File: src/rtl/dot_scan_controller.sv
// dot_scan_controller
//
// Walks a row/column address across a dot matrix. Each dot gets one SETTLE
// cycle, so dot_sequencer can present firing_bit/firing_data for the new
// address. That cycle is followed by a DWELL window of max(dwell_cycles,1)
// cycles. A registered drive pulse (fire_out) is high for the first
// min(pulse_cycles, dwell) DWELL cycles when the dot is enabled.
//
// Configuration macro:
//   DOT_SCAN_SERPENTINE_EN - when defined, odd rows scan col_count down to 0.
//
// Ports:
//   clock, reset          sole clock (rising edge), async active-high reset
//   start, stop           scan request (IDLE only) / abort request (any state)
//   row_count, col_count  last row / column index to scan (sampled live)
//   dwell_cycles          DWELL length per dot (0 behaves as 1)
//   pulse_cycles          drive pulse width per dot (0 = no pulse)
//   firing_bit/data       dot enable and data from dot_sequencer
//   row_select/col_select current dot address
//   advance               one-cycle strobe after each address load
//   fire_out              registered motor drive pulse
//   busy                  high in SETTLE/DWELL
//   done                  one-cycle strobe after the final dot completes
module dot_scan_controller #(
    parameter int unsigned MEM_ADDRESS_LENGTH = 7,
    parameter int unsigned TIMER_WIDTH        = 16
) (
    input  logic                          clock,
    input  logic                          reset,
    input  logic                          start,
    input  logic                          stop,
    input  logic [MEM_ADDRESS_LENGTH-1:0] row_count,
    input  logic [MEM_ADDRESS_LENGTH-1:0] col_count,
    input  logic [TIMER_WIDTH-1:0]        dwell_cycles,
    input  logic [TIMER_WIDTH-1:0]        pulse_cycles,
    input  logic                          firing_bit,
    input  logic                          firing_data,
    output logic [MEM_ADDRESS_LENGTH-1:0] row_select,
    output logic [MEM_ADDRESS_LENGTH-1:0] col_select,
    output logic                          advance,
    output logic                          fire_out,
    output logic                          busy,
    output logic                          done
);

    localparam int unsigned AW = MEM_ADDRESS_LENGTH;
    localparam int unsigned TW = TIMER_WIDTH;

    typedef enum logic [1:0] {
        StIdle,
        StSettle,
        StDwell
    } state_e;

    state_e        state_q, state_d;
    logic [AW-1:0] row_q, row_d;
    logic [AW-1:0] col_q, col_d;
    logic [TW-1:0] timer_q, timer_d;
    logic          fire_en_q, fire_en_d;
    logic          fire_out_q, fire_out_d;
    logic          advance_q, advance_d;
    logic          done_q, done_d;

    logic          dwell_last;
    logic          final_dot;
    logic [AW-1:0] end_col;
    logic [AW-1:0] step_row;
    logic [AW-1:0] step_col;
    logic [TW:0]   timer_inc;

    // A zero dwell is treated as a one-cycle dwell.
    assign dwell_last = (dwell_cycles == '0) || (timer_q >= dwell_cycles - TW'(1));

    // One bit wider so the pulse comparison cannot wrap.
    assign timer_inc = {1'b0, timer_q} + 1'b1;

`ifdef DOT_SCAN_SERPENTINE_EN
    // Odd rows run backwards, so their last dot sits at column 0.
    assign end_col = row_q[0] ? '0 : col_count;

    always_comb begin
        step_row = row_q;
        step_col = col_q;
        if (row_q[0]) begin
            if (col_q != '0) begin
                step_col = col_q - AW'(1);
            end else begin
                step_row = row_q + AW'(1);
                step_col = '0;
            end
        end else begin
            if (col_q < col_count) begin
                step_col = col_q + AW'(1);
            end else begin
                // Next row is odd: it starts from the far end.
                step_row = row_q + AW'(1);
                step_col = col_count;
            end
        end
    end
`else
    assign end_col = col_count;

    always_comb begin
        step_row = row_q;
        step_col = col_q;
        if (col_q < col_count) begin
            step_col = col_q + AW'(1);
        end else begin
            step_row = row_q + AW'(1);
            step_col = '0;
        end
    end
`endif

    assign final_dot = (row_q == row_count) && (col_q == end_col);

    always_comb begin
        state_d    = state_q;
        row_d      = row_q;
        col_d      = col_q;
        timer_d    = timer_q;
        fire_en_d  = fire_en_q;
        fire_out_d = 1'b0;
        advance_d  = 1'b0;
        done_d     = 1'b0;

        unique case (state_q)
            StIdle: begin
                if (start && !stop) begin
                    row_d     = '0;
                    col_d     = '0;
                    advance_d = 1'b1;
                    state_d   = StSettle;
                end
            end
            StSettle: begin
                if (stop) begin
                    state_d = StIdle;
                end else begin
                    fire_en_d  = firing_bit & firing_data;
                    timer_d    = '0;
                    state_d    = StDwell;
                    // First DWELL cycle has timer 0, so it fires for any nonzero width.
                    fire_out_d = fire_en_d && (pulse_cycles != '0);
                end
            end
            StDwell: begin
                if (stop) begin
                    state_d = StIdle;
                end else if (dwell_last) begin
                    timer_d = '0;
                    if (final_dot) begin
                        done_d  = 1'b1;
                        state_d = StIdle;
                    end else begin
                        row_d     = step_row;
                        col_d     = step_col;
                        advance_d = 1'b1;
                        state_d   = StSettle;
                    end
                end else begin
                    timer_d    = timer_inc[TW-1:0];
                    fire_out_d = fire_en_q && (timer_inc < {1'b0, pulse_cycles});
                end
            end
            default: begin
                state_d = StIdle;
            end
        endcase
    end

    always_ff @(posedge clock or posedge reset) begin
        if (reset) begin
            state_q    <= StIdle;
            row_q      <= '0;
            col_q      <= '0;
            timer_q    <= '0;
            fire_en_q  <= 1'b0;
            fire_out_q <= 1'b0;
            advance_q  <= 1'b0;
            done_q     <= 1'b0;
        end else begin
            state_q    <= state_d;
            row_q      <= row_d;
            col_q      <= col_d;
            timer_q    <= timer_d;
            fire_en_q  <= fire_en_d;
            fire_out_q <= fire_out_d;
            advance_q  <= advance_d;
            done_q     <= done_d;
        end
    end

    assign row_select = row_q;
    assign col_select = col_q;
    assign advance    = advance_q;
    assign fire_out   = fire_out_q;
    assign done       = done_q;
    assign busy       = (state_q != StIdle);

endmodule

File: config.mk
export PLATFORM = sky130hd
export DESIGN_NAME = dot_scan_controller
export DESIGN_NICKNAME = d
export VERILOG_FILES = /design/src/rtl/dot_scan_controller.sv
export SDC_FILE = /design/constraint.sdc
export NUM_CORES = 1
export LEC_CHECK = 0
export ABC_CLOCK_PERIOD_IN_PS = 4100
export CAP_MARGIN = 30
export CORE_ASPECT_RATIO = 1.2
export CORE_MARGIN = 2
export CORE_UTILIZATION = 53
export CTS_BUF_LIST = sky130_fd_sc_hd__clkbuf_4
export DETAILED_ROUTE_END_ITERATION = 10
export GPL_TIMING_DRIVEN = 0
export HOLD_SLACK_MARGIN = 0.02
export PLACE_DENSITY_LB_ADDON = 0.25
export RECOVER_POWER = 50
export SLEW_MARGIN = 20
export SYNTH_ARGS = -nofsm -noshare
export SYNTH_HDL_FRONTEND = slang
export SYNTH_SLANG_ARGS = --single-unit
File: constraint.sdc
create_clock -name clock -period 4.1 [get_ports clock]
set_input_delay 0.41 -clock clock [delete_from_list [all_inputs] [get_ports clock]]
set_output_delay 0.41 -clock clock [all_outputs]
set_load 0.02 [all_outputs]
==> results.yml, run 1 <==
outcome:
  status: "finished clean"
finish:
  n_fill_cell: 517
  nets: 570
  final_core_util_pct: 67.6
  area.growth.synth_to_final_pct: 25.0
  layout-drive-gt1-share_pct: 6.99
  antennaDiodeCount: 0
  finalNonFillerCells: 557
setup_path:
  reg2reg_depth: 12
  crit_chain: "clkdlybuf4s50_1, nor2_1, nand3_1, or3_1, nor3b_2, nand2_1, xor2_1, ha_1, and4_1, nand4_2, nor4_4, or3_4, a21oi_4, or3_4, o31ai_4"
  cp_max_fo: 9
  end_kind: "flip-flop"
  worstPathRequired_ps: 4360
  crit_top_cell: "or3_4"
  worst_setup_path_start_kind: "primary input"
  crit_path_top_delay_cell: "clkdlybuf4s50_1"
  critPathKind: "primary input to flip-flop"
  worstPathArrival_ps: 4080
  slowest_delay_ps: 460
run:
  drv_cap: 0
timing:
  min_period_ps: 3820
  fin_setup_tns_ps: 0
  rsz0062_at_grt: "no"
  slew_violations: 0
  max_clock_freq_mhz: 262
  slew-limit-headroom_pct: 6.49
  fin_crit_sh_pct: 93.1
  skew_ps: 7.64
  setup_viol: 0
  hold_viol: 0
  worst_pin_slew_ps: 1400
  finalWorstSetupSlack_ps: 282
logic_synthesis:
  yosys_register_bits: 36
  synth.avg_cell_area_um2: 8.72
  seq_area_frac_synth_pct: 26.2
  yosysUniqueCellTypes: 61
  yosys.area.top_type_share_pct: 26.2
  synth_cells: 395
  async_flop_share_pct: 100
  yosys-top-cells-count: "46 x ha_1, 39 x nand2_1, 36 x dfrtp_1"
  synth_warnings: 0
  syn-cell-area_mm2: 0.00344
  synthTopCellsByArea: "dfrtp_1 26%, ha_1 17%, xnor2_1 6.9%"
  synth_flop_cell: "dfrtp_1"
  synthMostInstantiatedCell: "ha_1"
  yosys.area.top_type: "dfrtp_1"
  synth_edf_count: 0
  syn_nets: 493
detailed_routing:
  dr.first_iter.drc_count: 123
  wire_per_inst_um: 14.5
  via_per_inst: 5.70
  routed_wl_mm: 8.08
  vias: 3175
  drcViolationCount: 0
  drt_pass1_iterations: 4
  ant_nets: 0
clock_tree:
  cts_inserted_buffers: 5
  cts_tree: "done"
  clkLatencyLatePin_ps: 340
  root_buffer: "clkbuf_4"
  path_clk_slew_ps: 110
  h-tree-depth: 2
  cts_setup_buffers: 0
  postCtsHoldBufs: 0
  clock_sinks: 36
  ctsResizeCount: 0
  clockBufferDepth: 2
die:
  die_w_um: 77.6
  core_mm2: 0.00637
  start_util_pct: 54.1
  ios: 70
  die_y_um: 92.3
  core.rowCount: 32
  dieArea_mm2: 0.00716
grt:
  grt_pass1_vias: 3186
  groute.usage.overall_pct: 23.5
  grt-ovfl-total: 0
  grt_max_degree: 25
  antenna_found_initial: 0
  grt_first_pass_wirelength_mm: 13.9
placement:
  dp_hpwl_mm: 6.58
  pre_cts_ws_ps: -278
  gp_congestion: 0.804
  dp.cells: 550
  port_buffers: 69
hold_path:
  min_path_type: "primary input to async pin"
power:
  peakVddDrop_mv: 0.283
  power_density_mw_per_mm2: 312
  total_power_mw: 1.35
  p_leak_nw: 1.97
[layout make-up]
class                   count  area, um^2  area share (%)
clock inverters             2        7.51           0.174
well taps                  85         106            2.47
flip-flops and latches     36         901            20.9
plain buffers               8        48.8            1.13
clock buffers               5        37.5           0.872
multi-input cells         314        2370            55.1
repair buffers             70         694            16.1
inverters                  37         139            3.22
[metrics by stage]
stage	area, um^2	hold WS, ps
global placement	4240	466
finish	4310	506
detailed placement	4260	495
floorplan	3440	450
global route	4310	553
CTS	4310	317
[final timing paths]
| path | from | endpoint | slack, ps |
|---|---|---|---|
| max | dwell_cycles[2] | col_select[5]$_DFFE_PP0P_ | 280 |
| min | reset | col_select[3]$_DFFE_PP0P_ | 510 |
| max reg2reg | timer_q[0]$_DFFE_PP0P_ | fire_out$_DFF_PP0_ | 920 |
| min reg2reg | fire_en_q$_DFFE_PP0P_ | fire_en_q$_DFFE_PP0P_ | 520 |
| max in group asynchronous | reset | timer_q[0]$_DFFE_PP0P_ | 1940 |
| min in group clock | fire_en_q$_DFFE_PP0P_ | fire_en_q$_DFFE_PP0P_ | 520 |
[state kept, by name, indices dropped and copies added (netlist names)]
signal / flops
advance: 1
col_select: 7
done: 1
fire_en_q: 1
fire_out: 1
row_select: 7
state_q: 2
timer_q: 16
[routing by layer]
layer / GRT usage, % / vias up / part of all wire (%)
met1: 27.6 / 1516 / 42
met5: 0 / - / 0
li1: - / 1591 / -
met3: 3.31 / 9 / 2.6
met4: 4.46 / 0 / 1.3
met2: 45.0 / 59 / 54
[critical path, delay by kind of cell]
kind | cells | cell delay [ps]
adders and majority gates | 1 | 310
AOI/OAI and AO/OA | 2 | 320
xor gates and xnor gates | 1 | 170
buffers and inverters | 1 | 460
and+or+nand+nor | 10 | 2410
[placed cells by master (no fill, tap or decap), types with 6 or more instances in the layout]
| cell | instances |
|---|---|
| nand2_1 | 39 |
| xnor2_1 | 27 |
| xor2_1 | 7 |
| a31oi_1 | 7 |
| nor4_1 | 9 |
| dlygate4sd3_1 | 9 |
| o31ai_1 | 11 |
| dfrtp_1 | 36 |
| nand2b_1 | 7 |
| nand4_1 | 6 |
| o21ai_0 | 15 |
| inv_1 | 35 |
| clkdlybuf4s50_1 | 60 |
| nand3_1 | 20 |
| a21oi_1 | 15 |
| a21o_1 | 7 |
| ha_1 | 46 |
| nor2_1 | 24 |
| a22o_1 | 9 |
[where the power goes]
group,internal (mW),switching [mW],leakage [nW]
clock network,0.0599,0.117,0.0261
registers,0.403,0.0666,0.496
logic,0.308,0.390,1.45
[kinds of logic (layout without fill, tap and decap cells)]
logic type,count (synthesis),in the layout,synth area share (%)
buffers and inverters,45,122,5.45
xor gates and xnor gates,34,34,8.65
and+or+nand+nor,141,141,22.9
adders and majority gates,46,46,16.7
AOI/OAI and AO/OA,93,93,20.2
DFF,36,36,26.2
(Power assumes the default switching activity.)
==> run 2, diff against run 1 <==
CELL_PAD_IN_SITES_DETAIL_PLACEMENT = 2   (was default)
CELL_PAD_IN_SITES_GLOBAL_PLACEMENT = 2   (was default)
CORE_UTILIZATION = 34   (was 53)
SETUP_SLACK_MARGIN = 0.05   (was default)
==> run 2 against run 1 <==
Against the previous run: the flow now finishes with violations (capacitance limit, slew limit); count of clock-buffer cells in the layout stayed put; clock power is 6% higher; via count is 3.2% higher; cell count is 7.9% higher; die area is 53% higher; utilization is 23 points lower; combinational power is 5.0% higher; sequential share of layout area is 0.49 points lower; fmax is 0.21% higher; register-to-register slack worse by 130 ps; highest routed layer unchanged.
==> results.yml, run 2 (synthesis results as in run 1) <==
outcome:
  status: "finished with violations"
  violations: "capacitance limit, slew limit"
clock_tree:
  path_clk_slew_ps: 110
  postCtsHoldBufs: 0
  clkLatencyLatePin_ps: 360
  cts_tree: "done"
  h-tree-depth: 2
  cts_inserted_buffers: 5
  clock_sinks: 36
  clockBufferDepth: 2
  root_buffer: "clkbuf_4"
grt:
  groute.usage.overall_pct: 20.4
  antenna_found_initial: 0
  grt-ovfl-total: 0
  grt_pass1_vias: 3647
  grt_max_degree: 32
  grt_first_pass_wirelength_mm: 17.8
timing:
  fin_crit_sh_pct: 92.9
  max_clock_freq_mhz: 262
  min_period_ps: 3810
  setup_viol: 0
  rsz0062_at_grt: "no"
  finalWorstSetupSlack_ps: 290
  slew_violations: 32
  skew_ps: 4.99
  worst_pin_slew_ps: 1880
  hold_viol: 0
  slew-limit-headroom_pct: -25.4
detailed_routing:
  top_layer_used: "met4"
  met2_length_mm: 5.99
  wire_per_inst_um: 17.5
  vias: 3276
  dr.first_iter.drc_count: 79
  routed_wl_mm: 10.5
  drcViolationCount: 0
  met3_length_um: 278
  via_per_inst: 5.45
  wl_met1_mm: 4.16
  drt_pass1_iterations: 4
  ant_nets: 0
die:
  core.rowCount: 40
  ios: 70
  core_mm2: 0.00996
  dieArea_mm2: 0.0110
  die_w_um: 95.9
  die_y_um: 114
  start_util_pct: 34.6
power:
  peakVddDrop_mv: 0.142
  p_leak_nw: 2.00
  power_density_mw_per_mm2: 317
setup_path:
  crit_path_top_delay_cell: "clkdlybuf4s50_1"
  crit_chain: "clkdlybuf4s50_1, nor2_1, nand3_1, or3_4, nor3b_4, nand2_1, xor2_1, ha_1, and4_2, nand4_2, nor4_4, or3_4, a21oi_4, or3_4, o31ai_4"
  end_kind: "flip-flop"
  cp_max_fo: 9
  worstPathArrival_ps: 4090
  slowest_delay_ps: 460
  critPathKind: "primary input to flip-flop"
  crit_top_cell: "or3_4"
  worstPathRequired_ps: 4380
  worst_setup_path_start_kind: "primary input"
finish:
  final_cell_mix: "60 x clkdlybuf4s50_1, 46 x ha_1, 39 x nand2_1"
  final_common_cell: "clkdlybuf4s50_1"
  finalInstanceArea_mm2: 0.00441
  largest_reg_flops: 16
  layout-drive-gt1-share_pct: 8.63
  nets: 573
  top_register: "timer_q"
  antennaDiodeCount: 0
  area.growth.synth_to_final_pct: 28.0
placement:
  dp_hpwl_mm: 8.72
  placed_area_mm2: 0.00431
  pre_cts_ws_ps: -465
  port_buffers: 69
  gp_congestion: 0.814
run:
  drv_cap: 1
hold_path:
  min_path_type: "primary input to async pin"
run 2: metrics by stage:
step	hold slack (ps)	instances	TNS, ps	power [mW]	util, %
6_report	399	601	0	1.40	44.3
5_1_grt	389	601	0	1.52	44.3
4_1_cts	255	598	0	1.42	43.8
3_5_place_dp	518	591	-7320	1.23	43.3
3_3_place_gp	467	590	-2080	1.18	43.1
2_1_floorplan	450	395	0	0.942	-
run 2: path summary, 6_finish.rpt:
path	startpoint	to	slack [ps]	cells after the start
max	dwell_cycles[2]	col_select[5]$_DFFE_PP0P_	290	15
min	reset	row_select[3]$_DFFE_PP0P_	400	2
max reg2reg	timer_q[0]$_DFFE_PP0P_	fire_out$_DFF_PP0_	790	12
min reg2reg	fire_en_q$_DFFE_PP0P_	fire_en_q$_DFFE_PP0P_	530	2
max in group asynchronous	reset	timer_q[0]$_DFFE_PP0P_	1680	3
min in group clock	fire_en_q$_DFFE_PP0P_	fire_en_q$_DFFE_PP0P_	530	2
run 2: routing by layer:
layer,vias to the layer above,track usage [%]
li1,1589,-
met1,1633,23.3
met2,47,40.3
met3,7,2.24
met4,0,3.43
met5,-,0
run 2: layout make-up:
| class | instances | area, um^2 |
|---|---|---|
| fillers | 1147 | 5550 |
| plain buffers | 8 | 48.8 |
| flip-flops and latches | 36 | 901 |
| clock inverters | 2 | 7.51 |
| clock buffers | 5 | 37.5 |
| multi-input cells | 314 | 2400 |
| inverters | 37 | 139 |
| repair buffers | 73 | 717 |
| well taps | 126 | 158 |
run 2: critical path, delay by kind of cell:
family / cells / cell delay (ps)
simple gates: 10 / 2420
buf+inv: 1 / 460
compound gates: 2 / 320
fa+ha+maj: 1 / 310
xor+xnor: 1 / 160
run 2: power by group:
group,total (mW),switching [mW],internal [mW],leakage (nW)
clock,0.188,0.129,0.0599,0.0261
combinational,0.733,0.422,0.311,1.47
sequential,0.477,0.0738,0.403,0.496
total,1.40,0.624,0.774,2.00
run 2: repair_timing:
item                       4_1_cts  5_1_grt
resized for setup                1        8
pin swaps                        0        3
gates cloned                     0        0
setup buffers                    0        3
setup endpoints to repair        7        8
==> variant 1: new RTL, config.mk and constraints of run 2 <==
`MEM_ADDRESS_LENGTH`: 7 -> 8.
--- a/src/rtl/dot_scan_controller.sv
+++ b/src/rtl/dot_scan_controller.sv
@@ -22,7 +22,7 @@
 //   busy                  high in SETTLE/DWELL
 //   done                  one-cycle strobe after the final dot completes
 module dot_scan_controller #(
-    parameter int unsigned MEM_ADDRESS_LENGTH = 7,
+    parameter int unsigned MEM_ADDRESS_LENGTH = 8,
     parameter int unsigned TIMER_WIDTH        = 16
 ) (
     input  logic                          clock,
Interface: changed (resized col_count, col_select, row_count and row_select); port bits go from 70 to 74. The function was not compared with the original's and may differ.
==> variant 1 against run 2 <==
The flow still finishes with violations (max-capacitance violations, max-slew violations). Clock skew is 0.0076 ns higher. Maximum frequency is 2.2% lower. Critical path depth is 1 higher. Setup slack worse by 0.085 ns. Via count hardly changed. Routed wire length is 2.3% higher. Area after synthesis is 0.44% lower. Cell count is 0.33% higher. Non-clock buffer count is 3 higher. Utilization is 1.1 points higher. Design area is 2.0% higher. Total power is 3.9% lower. Global-route usage is 0.39 points lower. Sequential cell count is 2 higher. Critical path type unchanged.
==> variant 1: results <==
metrics = {
    "run_status": {
        "outcome": "complete, but fails checks",
        "violations": "max-capacitance violations, max-slew violations",
    },
    "power": {
        "combinationalPowerShare_pct": 43.9,
        "p_int_mw": 0.810,
        "power_frac_clock_pct": 20.5,
        "vdd_ir_drop_max_uv": 143,
        "finalPower_mw": 1.34,
        "p_leak_nw": 2.10,
    },
    "worst_setup_path": {
        "rr_startpoint": "timer_q[2]",
        "worst_r2r_path_depth": 11,
        "r2r-end": "fire_out",
        "critPathMaxFanout": 10,
        "worstSetupStartpoint": "dwell_cycles[0]",
        "cp.arrival_ns": 4.22,
        "crit_slowest_cell": "or4b_4",
        "max_stage_delay_ns": 0.53,
        "cp_top_family": "simple AND/OR/NAND/NOR gates",
        "reg2reg_slack_ns": 0.67,
    },
    "synth": {
        "synthXorXnorAreaFrac_pct": 8.94,
        "yosys-top-cells-count": "ha_1 (47), inv_1 (42), dfrtp_1 (38)",
        "synth.top_cell.area_share_pct": 27.7,
        "yosys-top-cells-area": "dfrtp_1 (28%), ha_1 (17%), inv_1 (4.6%), xnor2_1 (4.6%), xor2_1 (4.3%)",
        "synth_nets": 492,
        "avgSynthCellArea_um2": 8.77,
        "synthAdderAreaFrac_pct": 17.1,
        "synth_cell_types": 47,
        "synth_compound_area_share_pct": 18.4,
        "ys_seq_area_share_pct": 27.7,
        "muxShareOfSynthArea_pct": 1.53,
    },
    "global_route": {
        "grt_pass1_wl_mm": 17.1,
        "grtUsageMet1_pct": 21.2,
        "grt_start_max_net_pins": 27,
        "grt_usage_pct": 20.0,
        "use_met3_pct": 2.25,
        "grtUsageMet2_pct": 40.2,
        "grt_pass1_vias": 3623,
    },
    "place": {
        "numPortBuffers": 73,
        "place_ws_ns": -0.610,
        "postPlaceCellArea_um2": 4340,
        "gp_congestion": 0.772,
        "dp_hpwl_mm": 8.46,
    },
    "drt": {
        "drtIter0Drc": 43,
        "vias": 3278,
        "viasPerCell": 5.44,
        "drt_wl_total_mm": 10.7,
    },
    "clock_network": {
        "clk_latency_ns": 0.38,
        "cts-resized-gates": 6,
        "clk_pin_slew_worst_paths_ns": 0.14,
    },
    "sta": {
        "fin_worst_skew_ns": 0.0126,
        "max_freq_ghz": 0.257,
        "slew_violations": 27,
        "whs_ns": 0.495,
        "slew_headroom_pct": -4.11,
    },
    "cells_and_area": {
        "drive_gt1_share_pct": 7.13,
        "layout.nets": 577,
        "final.fill_count": 1107,
        "largest_reg_flops": 16,
    },
    "job": {
        "drv_cap": 1,
    },
}
## variant 1: changes by cell type after synthesis, sizes merged, moves of 5 or more
cell	run 2	this run
a31oi	7	0
and3	4	13
inv	37	42
nand2	39	18
o211ai	1	9
or3	4	12
xnor2	27	18
xor2	7	17
## variant 1: metal layers
metal / vias up / routed length, µm
met4: 0 / 160
met5: - / 0
li1: 1578 / -
met2: 50 / 6230
met1: 1642 / 4050
met3: 8 / 308
## variant 1: final cells by class
class	instances	area, µm²	share of cell area, %
tap	126	158	3.51
clock inverter	3	40.0	0.890
clock buffer	5	37.5	0.835
multi-input combinational	305	2360	52.5
buffer	6	28.8	0.640
inverter	42	158	3.51
timing repair buffer	78	764	17.0
sequential	38	951	21.1
## variant 1: logic make-up after synthesis
kind of cell | count (synthesis)
buffers and inverters | 48
flip-flops | 38
AND/OR/NAND/NOR | 130
adder cells (fa/ha/maj) | 47
XOR/XNOR | 35
AO/OA/AOI/OAI | 88
multiplexers | 5
==> variant 2: new RTL, config.mk and constraints of run 2 <==
Made on the original files. Make the reset (`reset`) synchronous in one clocked block. Comments in the files are not updated.
--- a/src/rtl/dot_scan_controller.sv
+++ b/src/rtl/dot_scan_controller.sv
@@ -170,7 +170,7 @@
         endcase
     end
 
-    always_ff @(posedge clock or posedge reset) begin
+    always_ff @(posedge clock) begin
         if (reset) begin
             state_q    <= StIdle;
             row_q      <= '0;
Formal check against the unedited RTL: differs if reset is asserted again (counterexample within 4 cycles, from zero or initial values and one cycle with reset high); with reset held inactive, the same outputs for 10 cycles.
==> variant 2 against run 2 <==
Area after synthesis shrank 4.7%. Critical path depth unchanged. Design area fell by 1.2%. Setup slack got worse by 0.20 ns. Sequential cell count did not move. Count of clock-buffer cells in the layout is the same. First-iteration DRC count is 1.3% higher. Worst hold slack better by 0.081 ns. Routed wire length grew 7.2%. Utilization increased by 1.7 points. Critical endpoint is now col_select[5].
Power is not compared: it rests on default switching activity, and its combinational part moved more than twofold at a synthesized area within 25%.
==> variant 2: results <==
metrics = {
    "run_status": {
        "outcome": "finished clean",
    },
    "global_route": {
        "antenna_found_initial": 0,
        "grt_usage_pct": 21.0,
        "grt_pass1_wl_mm": 18.0,
        "grt_pass1_vias": 3713,
        "grt_start_max_net_pins": 12,
    },
    "clock_network": {
        "h-tree-depth": 2,
        "clk_pin_slew_worst_paths_ns": 0.13,
        "clk_latency_ns": 0.36,
        "numCtsBuffers": 5,
        "cts_buffer_depth": 2,
        "cts-root-buf": "clkbuf_4",
    },
    "power": {
        "p_sw_mw": 0.276,
        "vdd_ir_drop_max_uv": 125,
        "power_frac_clock_pct": 30.7,
        "seqPwrFrac_pct": 41.7,
        "p_leak_nw": 1.88,
    },
    "worst_setup_path": {
        "cp-start-kind": "input port",
        "r2r-end": "fire_out",
        "rr_startpoint": "timer_q[1]",
        "worst_r2r_path_depth": 14,
        "critPathCapture": "col_select[5]",
        "worstSetupStartpoint": "dwell_cycles[4]",
        "reg2reg_slack_ns": 0.90,
        "cp.arrival_ns": 4.25,
        "critPathMaxFanout": 8,
    },
    "cells_and_area": {
        "drive_gt1_share_pct": 9.36,
        "num_antenna_cells": 0,
        "regMostFlops": "timer_q",
        "final.fill_count": 1080,
        "layout.nets": 578,
        "largest_reg_flops": 16,
    },
    "synth": {
        "synth_cell_types": 63,
        "ys_seq_area_share_pct": 22.0,
        "async_flop_share_pct": 0,
        "yosys-top-cells-area": "dfxtp_1 (22%), ha_1 (18%), xnor2_1 (6.4%), nor2_1 (4.0%), inv_1 (3.5%)",
        "yosys_warnings": 0,
        "synth_nets": 496,
        "yosysMostFrequentCell": "ha_1",
        "yosys-top-cells-count": "ha_1 (46), dfxtp_1 (36), nor2_1 (35)",
        "synth_flop_cell": "dfxtp_1",
    },
    "drt": {
        "firstDrtPassIters": 4,
        "avgRoutedWirePerCell_um": 18.6,
        "vias": 3350,
        "drtIter0Drc": 80,
    },
    "place": {
        "gp_congestion": 0.745,
        "numPortBuffers": 68,
        "place_ws_ns": -0.501,
        "dp_hpwl_mm": 8.63,
    },
    "sta": {
        "fin_crit_sh_pct": 97.7,
        "slew_headroom_pct": 57.5,
        "fin_worst_skew_ns": 0.0131,
    },
    "hold_path": {
        "min_path_type": "reg2reg",
    },
}
## variant 2: cell types whose count changed in the layout (fill, tap and decap cells not counted), moves of 10 or more
cell / change
nand2_1: -17
nor2_1: +11
dlygate4sd3_1: +10
clkdlybuf4s50_1: -13
dfxtp_1: +36
dfrtp_1: -36
## variant 2: through the flow
| step | setup TNS [ns] | hold WS, ns | cell area (µm²) | instances | total power [mW] |
|---|---|---|---|---|---|
| after CTS | 0 | 0.481 | 4220 | 598 | 0.864 |
| after floorplan | 0 | 0.436 | 3280 | 398 | 0.491 |
| final | 0 | 0.481 | 4360 | 604 | 0.862 |
| after global placement | -5.91 | 0.444 | 4120 | 589 | 0.589 |
| after detailed placement | -13.49 | 0.463 | 4120 | 589 | 0.600 |
| after global routing | -0.300 | 0.536 | 4360 | 604 | 0.909 |
## variant 2: area by class of cell
| type | instances | share of cell area, % |
|---|---|---|
| multi-input cells | 320 | 56.7 |
| repair buffers | 75 | 17.4 |
| flip-flops and latches | 36 | 16.5 |
| well taps | 123 | 3.53 |
| inverters | 31 | 2.67 |
| plain buffers | 11 | 1.44 |
| clock buffers | 5 | 0.862 |
| clock inverters | 3 | 0.862 |
## variant 2: worst max-delay path: stages
cell             delay (ns)
clkdlybuf4s50_1        0.46
or3_4                  0.43
nor3_4                 0.15
nand2b_1               0.14
or3_4                  0.40
nor3b_4                0.25
xnor2_2                0.10
ha_1                   0.34
nand4_1                0.19
nor4_2                 0.39
o31ai_2                0.15
o211ai_4               0.18
a31oi_4                0.21
o311ai_2               0.34
o41ai_2                0.12
## variant 2: timing repair
item | in CTS | in global routing
cloned | 0 | 1
endpoints found under the hold margin | 0 | 0
gates resized for setup | 2 | 14
pin swaps | 2 | 9
setup buffers | 1 | 5
setup endpoints to repair | 32 | 35
## variant 2: cells by family (layout without fill, tap and decap cells)
family / after synthesis / in the layout / share of synthesized area [%]
fa+ha+maj: 46 / 46 / 17.5
xor+xnor: 34 / 34 / 9.07
compound gates: 92 / 92 / 20.9
simple gates: 145 / 145 / 24.3
buf+inv: 42 / 125 / 5.34
mux: 3 / 3 / 0.915
flops: 36 / 36 / 22.0
## variant 2: metal layers
metal	share of wire (%)	routed length (µm)	GRT usage, %
met4	2.1	240	5.22
met1	40	4550	23.8
met3	2.5	282	2.17
met2	55	6190	41.0
met5	0	0	0
## variant 2: worst min-delay path by stage
stage                     startpoint  slack (ns)   endpoint  cells past startpoint
after floorplan            fire_en_q        0.44  fire_en_q                      2
after CTS                  fire_en_q        0.48  fire_en_q                      2
after global routing       fire_en_q        0.54  fire_en_q                      2
final                      fire_en_q        0.48  fire_en_q                      2
after detailed placement   fire_en_q        0.46  fire_en_q                      2
after global placement     fire_en_q        0.44  fire_en_q                      2
